File: config.mk
export PLATFORM = sky130hd
export DESIGN_NAME = regfile_mp
export DESIGN_NICKNAME = d
export VERILOG_FILES = /design/src/rtl/regfile_pkg.sv /design/src/rtl/regfile_clr_fsm.sv /design/src/rtl/regfile_mp.sv
export SDC_FILE = /design/constraint.sdc
export NUM_CORES = 2
export LEC_CHECK = 0
export BUFFER_PORTS_ARGS = -buffer_cell sky130_fd_sc_hd__buf_2
export CORE_ASPECT_RATIO = 0.5
export CORE_MARGIN = 1.5
export CORE_UTILIZATION = 40
export CTS_CLUSTER_DIAMETER = 50
export DETAILED_ROUTE_END_ITERATION = 8
export PLACE_DENSITY_LB_ADDON = 0.05
export SLEW_MARGIN = 5
export SYNTH_ARGS = -nofsm -noshare
export SYNTH_HDL_FRONTEND = slang
export SYNTH_SLANG_ARGS = --single-unit
export TNS_END_PERCENT = 1
File: constraint.sdc
create_clock -name clk -period 3.95 [get_ports clk]
set_clock_uncertainty 0.05 [all_clocks]
set_input_delay 0.1975 -clock clk [delete_from_list [all_inputs] [get_ports clk]]
set_output_delay 0.1975 -clock clk [all_outputs]
set_load 0.05 [all_outputs]
File: src/rtl/regfile_pkg.sv
// Shared definitions for the multi-port register file: default sizes,
// clear-engine state encoding and packed-port slicing helper.
package regfile_pkg;

    localparam int DEF_DATA_W = 32;
    localparam int DEF_ADDR_W = 5;
    localparam int NREG       = 2**DEF_ADDR_W;

    typedef enum logic {
        IDLE  = 1'b0,
        CLEAR = 1'b1
    } clr_state_e;

    // LSB position of port 'port' inside a packed bus of 'width'-bit fields
    function automatic int port_lsb(input int port, input int width);
        return port * width;
    endfunction

endpackage

File: src/rtl/regfile_clr_fsm.sv
// Sequential clear engine: walks every clearable register index once and
// reports progress through clr_busy / clr_done.
module regfile_clr_fsm
    import regfile_pkg::*;
#(
    parameter int ADDR_W   = DEF_ADDR_W,
    parameter int ZERO_REG = 1
) (
    input  logic              clk,
    input  logic              rst_n,
    input  logic              i_clr_req,
    output logic              o_clr_busy,
    output logic              o_clr_done,
    output logic              o_clr_we,
    output logic [ADDR_W-1:0] o_clr_idx
);

    localparam logic [ADDR_W-1:0] START_IDX = (ZERO_REG != 0) ? ADDR_W'(1) : ADDR_W'(0);
    localparam logic [ADDR_W-1:0] LAST_IDX  = {ADDR_W{1'b1}};

    clr_state_e        r_state;
    clr_state_e        w_state_nxt;
    logic [ADDR_W-1:0] r_idx;
    logic [ADDR_W-1:0] w_idx_nxt;
    logic              r_clr_done;
    logic              w_done_nxt;

    // Next-state, index and completion-pulse logic
    always_comb begin
        w_state_nxt = r_state;
        w_idx_nxt   = r_idx;
        w_done_nxt  = 1'b0;
        case (r_state)
            IDLE: begin
                if (i_clr_req) begin
                    w_state_nxt = CLEAR;
                    w_idx_nxt   = START_IDX;
                end else begin
                    w_state_nxt = IDLE;
                end
            end
            CLEAR: begin
                w_idx_nxt = r_idx + ADDR_W'(1);
                if (r_idx == LAST_IDX) begin
                    w_state_nxt = IDLE;
                    w_done_nxt  = 1'b1;
                end else begin
                    w_state_nxt = CLEAR;
                end
            end
            default: begin
                w_state_nxt = IDLE;
                w_idx_nxt   = {ADDR_W{1'b0}};
            end
        endcase
    end

    // State, index and done-pulse registers
    always_ff @(posedge clk or negedge rst_n) begin
        if (!rst_n) begin
            r_state    <= IDLE;
            r_idx      <= {ADDR_W{1'b0}};
            r_clr_done <= 1'b0;
        end else begin
            r_state    <= w_state_nxt;
            r_idx      <= w_idx_nxt;
            r_clr_done <= w_done_nxt;
        end
    end

    assign o_clr_busy = (r_state == CLEAR);
    assign o_clr_we   = (r_state == CLEAR);
    assign o_clr_idx  = r_idx;
    assign o_clr_done = r_clr_done;

endmodule

File: src/rtl/regfile_mp.sv
// Integer register file with NREAD combinational read ports, two write ports,
// optional write-to-read bypass, busy scoreboard and hardware clear engine.
module regfile_mp
    import regfile_pkg::*;
#(
    parameter int DATA_W   = DEF_DATA_W,
    parameter int ADDR_W   = DEF_ADDR_W,
    parameter int NREAD    = 2,
    parameter int BYPASS   = 1,
    parameter int ZERO_REG = 1
) (
    input  logic                    clk,
    input  logic                    rst_n,
    input  logic [NREAD*ADDR_W-1:0] i_rd_addr,
    output logic [NREAD*DATA_W-1:0] o_rd_data,
    output logic [NREAD-1:0]        o_rd_busy,
    input  logic                    i_wa_en,
    input  logic [ADDR_W-1:0]       i_wa_addr,
    input  logic [DATA_W-1:0]       i_wa_data,
    input  logic                    i_wb_en,
    input  logic [ADDR_W-1:0]       i_wb_addr,
    input  logic [DATA_W-1:0]       i_wb_data,
    input  logic                    i_sb_set_en,
    input  logic [ADDR_W-1:0]       i_sb_set_addr,
    input  logic                    i_clr_req,
    output logic                    o_clr_busy,
    output logic                    o_clr_done
);

    localparam int NUM_REGS = 2**ADDR_W;

    logic [DATA_W-1:0]   r_mem [NUM_REGS];
    logic [NUM_REGS-1:0] r_busy;
    logic                w_clr_we;
    logic [ADDR_W-1:0]   w_clr_idx;
    logic                w_wa_ok;
    logic                w_wb_ok;
    logic                w_set_ok;

    regfile_clr_fsm #(
        .ADDR_W   (ADDR_W),
        .ZERO_REG (ZERO_REG)
    ) u_clr_fsm (
        .clk        (clk),
        .rst_n      (rst_n),
        .i_clr_req  (i_clr_req),
        .o_clr_busy (o_clr_busy),
        .o_clr_done (o_clr_done),
        .o_clr_we   (w_clr_we),
        .o_clr_idx  (w_clr_idx)
    );

    // Register 0 is never written or marked busy when hardwired to zero
    assign w_wa_ok  = i_wa_en     && !((ZERO_REG != 0) && (i_wa_addr     == {ADDR_W{1'b0}}));
    assign w_wb_ok  = i_wb_en     && !((ZERO_REG != 0) && (i_wb_addr     == {ADDR_W{1'b0}}));
    assign w_set_ok = i_sb_set_en && !((ZERO_REG != 0) && (i_sb_set_addr == {ADDR_W{1'b0}}));

    // Storage and scoreboard update; port A written last so it wins a collision
    always_ff @(posedge clk or negedge rst_n) begin
        if (!rst_n) begin
            for (int i = 0; i < NUM_REGS; i++) begin
                r_mem[i] <= {DATA_W{1'b0}};
            end
            r_busy <= {NUM_REGS{1'b0}};
        end else if (w_clr_we) begin
            r_mem[w_clr_idx]  <= {DATA_W{1'b0}};
            r_busy[w_clr_idx] <= 1'b0;
        end else begin
            if (w_wb_ok) begin
                r_mem[i_wb_addr] <= i_wb_data;
            end
            if (w_wa_ok) begin
                r_mem[i_wa_addr] <= i_wa_data;
            end
            if (i_wb_en) begin
                r_busy[i_wb_addr] <= 1'b0;
            end
            if (w_set_ok) begin
                r_busy[i_sb_set_addr] <= 1'b1;
            end
        end
    end

    for (genvar k = 0; k < NREAD; k++) begin : g_rd
        logic [ADDR_W-1:0] w_addr;
        logic [DATA_W-1:0] w_data;
        logic              w_busy;

        assign w_addr = i_rd_addr[port_lsb(k, ADDR_W) +: ADDR_W];

        // Read mux: zero register, then bypass (outside clear), then storage
        always_comb begin
            w_data = r_mem[w_addr];
            w_busy = r_busy[w_addr];
            if ((ZERO_REG != 0) && (w_addr == {ADDR_W{1'b0}})) begin
                w_data = {DATA_W{1'b0}};
                w_busy = 1'b0;
            end else if ((BYPASS != 0) && !w_clr_we) begin
                if (i_wa_en && (i_wa_addr == w_addr)) begin
                    w_data = i_wa_data;
                end else if (i_wb_en && (i_wb_addr == w_addr)) begin
                    w_data = i_wb_data;
                end else begin
                    w_data = r_mem[w_addr];
                end
                if (i_wb_en && (i_wb_addr == w_addr)) begin
                    w_busy = 1'b0;
                end else begin
                    w_busy = r_busy[w_addr];
                end
            end else begin
                w_data = r_mem[w_addr];
                w_busy = r_busy[w_addr];
            end
        end

        assign o_rd_data[port_lsb(k, DATA_W) +: DATA_W] = w_data;
        assign o_rd_busy[k] = w_busy;
    end

endmodule

After elaboration in Yosys (flattened, before gate mapping)

Cells that the tools add are included.
W data, S select, Z words.

Flip-flop bits (word level): 1063
Input bits: 95

Order comparisons: 16
Reduce and logical (&&, ||, !) cells: 21
Add/subtract/negate cells: 1
Equality and inequality tests: 6
Bitwise operators: 13
Muxes and demuxes: 53

Operator list:

| kind                   | number |
|---|---|
| $mux W1024             | 4 |
| $bwmux W1024           | 2 |
| $and A1024 B1024 Y1024 | 1 |
| $not A1024 Y1024       | 1 |
| $mux W32               | 19 |
| $demux W32 S5          | 3 |
| $bmux W32 S5           | 2 |
| $and A32 B32 Y32       | 2 |
| $not A32 Y32           | 2 |
| $or A32 B32 Y32        | 1 |
| $ge A6 B6 Y1 const B   | 5 |
| $lt A5 B6 Y1 const B   | 5 |
| $not A5 Y6             | 5 |
| $logic_not A5 Y1       | 5 |
| $eq A5 B5 Y1           | 4 |
| $lt A6 B1 Y1 const B   | 3 |
| $demux W1 S5           | 3 |
| $ge A5 B1 Y1 const B   | 3 |
| $mux W1                | 15 |
| $logic_and A1 B1 Y1    | 13 |
| $bmux W1 S5            | 2 |
| $pmux W5 S2            | 1 |
| $add A5 B1 Y5 const B  | 1 |
| $eq A5 B5 Y1 const B   | 1 |
| 5 further kinds        | 7 |

Logic depth before layout (Yosys ltp)

Depth after elaboration: 11
Mapped depth: 10
Gate-level depth less buffers: 7

Cells and area by module

A second synthesis with hierarchy kept.

Cells, all modules: 7720
Area total of the unflattened synthesis: 76181.8 µm²

Modules (own cells, without submodules):

| module          | times used | area each (µm²) | sequential area each (µm²) | cells each |
|---|---|---|---|---|
| regfile_mp      | 1          | 75840.2         | 26425.3                    | 7690 |
| regfile_clr_fsm | 1          | 341.6           | 175.2                      | 30 |

Least setup slack after synthesis

Ideal clock, no wire load.

Path type: flip-flop to output port
Start point: reg u_clr_fsm.r_state (netlist: u_clr_fsm.o_clr_busy)
End point: out o_rd_data[32]
Data arrival time: 2571 ps
Path buffers: 4
Setup slack: 1131 ps
Cell stages (with the launch flop): 8
Required time: 3702 ps
Path through: dfrtp_1 > inv_1 > buf_2 > clkbuf_1 > buf_1 > nand2_1 > clkbuf_1 > o22ai_1

Longest elaborated chain between the ends: 2

Ends and longest elaborated chain:

| element                | RTL line              | RTL |
|---|---|---|
| from (decl)            | regfile_clr_fsm.sv:21 | `clr_state_e r_state;` |
| from (signal assigned) | regfile_clr_fsm.sv:65 | `r_state <= w_state_nxt;` |
| $mux W32               | regfile_mp.sv:98      | `end else if ((BYPASS != 0) && !w_clr_we) begin` |
| $mux W32               | regfile_mp.sv:95      | `if ((ZERO_REG != 0) && (w_addr == {ADDR_W{1'b0}})) begin` |
| to (decl)              | regfile_mp.sv:15      | `output logic [NREAD*DATA_W-1:0] o_rd_data,` |

Every way passes these cells.

Worst setup path after layout

Start point: reg r_mem[697] (netlist name)
End point: out o_rd_data[25]

Longest elaborated chain between the ends: 7

Ends and longest elaborated chain:

| element                                       | RTL line                             | RTL |
|---|---|---|
| from (decl)                                   | regfile_mp.sv:32                     | `logic [DATA_W-1:0] r_mem [NUM_REGS];` |
| from (signal, indexed assignment)             | regfile_mp.sv:62                     | `r_mem[i] <= {DATA_W{1'b0}};` |
| from (signal, indexed assignment)             | regfile_mp.sv:66                     | `r_mem[w_clr_idx] <= {DATA_W{1'b0}};` |
| from (signal, indexed assignment)             | regfile_mp.sv:70                     | `r_mem[i_wb_addr] <= i_wb_data;` |
| $bmux W32 S5 *                                | regfile_mp.sv:104, regfile_mp.sv:112 |  |
| $mux W32 (not written as such) * (2 in a row) | regfile_mp.sv:104, regfile_mp.sv:112 |  |
| $mux W32                                      | regfile_mp.sv:101                    | `end else if (i_wb_en && (i_wb_addr == w_addr)) begin` |
| $mux W32                                      | regfile_mp.sv:99                     | `if (i_wa_en && (i_wa_addr == w_addr)) begin` |
| $mux W32 *                                    | regfile_mp.sv:98                     |  |
| $mux W32 *                                    | regfile_mp.sv:95                     |  |

Mark *: on every way between the ends. The rest lies on a longest branch, timed or not. The select of a mux whose other input is x is not followed.

==> results.sh <==
export IMPL_vias=77900
export IMPL_syn_inst=7704
export IMPL_synthesis_nets=7804
export IMPL_synth_edf_count=0
export IMPL_synth_warnings=0
export IMPL_crit_path_end_kind="primary output"
export IMPL_finalCriticalPeriod_ns=4.04
export IMPL_cp_required_ns=3.70
export IMPL_cap_viol_max_count=0
export IMPL_synth_area_leaders="dfrtp_1, mux4_2, mux2i_1"
export IMPL_timing_final_ws_setup_ns=-0.0925
export IMPL_worstSetupStartpointType="register"
export IMPL_die_y_um=311
export IMPL_syn_cell_area_um2=75700
export IMPL_wirelength_um=458000
export IMPL_avgSynthCellArea_um2=9.83
export IMPL_p_total_uw=53200
export IMPL_dieArea_um2=192000
export IMPL_powerDensity_nw_per_um2=619
export IMPL_violations="negative setup slack"
export IMPL_grt_setup_unrepaired="false"
export IMPL_clkTransAtPathRegs_ns=0.06
export IMPL_grt_max_degree=162
export IMPL_worstMarginPinSlew_ns=1.43
export IMPL_grt_usage=0.462
export IMPL_critPathKind="reg2out"
export IMPL_period_share=1.02
export IMPL_synth_top_cell_area_share=0.351
export IMPL_ys_async_sr_fraction=1.00
export IMPL_drc=0
export IMPL_area_growth_pct=13.5
export IMPL_p_leak_uw=0.0378
export IMPL_synth_top_cells_by_count="dfrtp_1, nor2_1, nand2_1"
export IMPL_slew_headroom=0.0451
export IMPL_drv_slew=0
export IMPL_setup_tns_ns=-0.0925
export IMPL_grt_pass1_vias=72500
export IMPL_finish_net_count=7635
export IMPL_cts_max_level=4
export IMPL_dr_first_iter_drc_count=14700
export IMPL_grt_antenna_before_repair=48
export IMPL_crit_fanout=4
export IMPL_cts_buffers=138
export IMPL_cts_sinks=1063
export IMPL_ant_nets=0
export IMPL_wire_per_inst_um=45.1
export IMPL_io_buffers=162
export IMPL_final_hold_viol_count=0
export IMPL_initial_core_util=0.404
export IMPL_synth_most_common_cell="dfrtp_1"
export IMPL_critPathArrivalTime_ns=3.79
export IMPL_cts_tree="built"
export IMPL_ys_types=69
export IMPL_dpl_hpwl_um=295000
export IMPL_ys_flop_type="dfrtp_1"
export IMPL_drtPass1Iterations=7
export IMPL_clock_fmax_ghz=0.247
export IMPL_die_width_um=618
export IMPL_grt_ovfl_total=0
export IMPL_outcome="finished, violations left"
export IMPL_clk_path_buf_depth=4
export IMPL_rows=112
export IMPL_final_setup_viol_count=1
export IMPL_yosysSeqAreaShare=0.351
export IMPL_hold_path_class="in2reg"
export IMPL_clock_latency_ns=0.80
export IMPL_drive_gt1_frac=0.207
export IMPL_core_area_um2=187000
export IMPL_grt_pass1_wl_um=618000
export IMPL_yosys_register_bits=1063
export IMPL_cts_root_buf="clkbuf_16"
export IMPL_io_pins=163
export IMPL_place_congestion=1.06
export IMPL_synth_top_cell_by_area="dfrtp_1"
export IMPL_ir_drop_mv=0.348
export IMPL_vias_per_cell=7.67
layout make-up:
type	instances	area, µm²
Sequential cell	1063	26600
Multi-Input combinational cell	5629	45300
Fill cell	17400	101000
Tap cell	2508	3140
Clock inverter	49	637
Clock buffer	181	3810
Antenna cell	23	57.6
Timing Repair Buffer	694	6320
Inverter	9	41.3
logic make-up after synthesis:
logic type                 share of synthesized area
DFF                                            0.351
adders and majority gates                   0.000826
buffers and inverters                         0.0578
and+or+nand+nor                                0.109
AOI/OAI and AO/OA                              0.239
muxes                                          0.240
xor gates and xnor gates                     0.00255
registers in the layout, summed over array words and instances (netlist names):
name                  flops
r_busy                   32
r_mem                  1024
u_clr_fsm.o_clr_busy      1
u_clr_fsm.o_clr_done      1
u_clr_fsm.o_clr_idx       5
cell usage in the layout (no fill, tap or decap), drive strengths merged, types with 10 or more instances in the layout:
cell and count:
dfrtp 1063, nor2 875, nand2 776, buf 652, mux2i 587, mux4 527
a22o 497, o31ai 482, a221oi 447, a21oi 389, o21ai 310, o22ai 193
clkbuf 181, nor3 88, nand3 76, and2 68, o2bb2ai 47, dlygate4sd3 42
mux2 36, a22oi 35, a32o 32, a211oi 31, diode 23, clkinv 22
inv 17, a31oi 16, o21a 14, bufinv 13, xor2 12, xnor2 10
worst paths after layout:
| check | slack, ns | start | cells past startpoint | endpoint |
|---|---|---|---|---|
| worst max-delay path | -0.09 | r_mem[697] | 5 | o_rd_data[25] |
| worst min-delay path | 0.09 | i_wb_data[20] | 3 | r_mem[948] |
| worst max register to register | 1.07 | u_clr_fsm.o_clr_idx[2] | 6 | r_mem[728] |
| worst min register to register | 0.46 | r_mem[948] | 1 | r_mem[948] |
| max in group asynchronous | 2.02 | rst_n | 4 | r_mem[4] |
| min in group asynchronous | 0.51 | rst_n | 3 | r_mem[162] |
power by group:
| part | internal, µW | switching (µW) |
|---|---|---|
| clock network | 7650 | 5660 |
| logic | 8890 | 12500 |
| registers | 14400 | 4150 |
| total | 30900 | 22300 |
worst max-delay path, cell delays in order (launching register included):
cell and delay [ns]:
dfrtp_1 0.43, mux4_2 0.49, o22ai_1 0.93, nor3_1 0.51, a32o_1 0.40, buf_2 0.21
layer usage:
metal,wire length [µm],global-route usage,up-vias
li1,-,-,29300
met1,175000,0.614,40000
met2,174000,0.591,7186
met3,85400,0.280,1390
met4,22700,0.198,30
met5,263,0.00371,-
repair_timing:
item | 4_1_cts | 5_1_grt
hold buffers | 42 | 0
endpoints found under the setup margin | 0 | 1
setup buffers | 0 | 0
endpoints found under the hold margin | 387 | 0
resized for setup | 0 | 1
metrics by stage:
step	instance area [µm²]	setup WS [ns]	hold WS [ns]	utilization	std cells
floorplan	75700	1.13	-0.148	-	7704
global route	85900	0.0457	0.0751	0.459	10100
global placement	81000	0.213	0.222	0.433	9861
CTS	85800	0.169	0.00711	0.458	10100
finish	85900	-0.0925	0.0869	0.459	10200
detailed placement	81000	0.291	0.228	0.433	9861
Power figures use the tool's default switching activity.
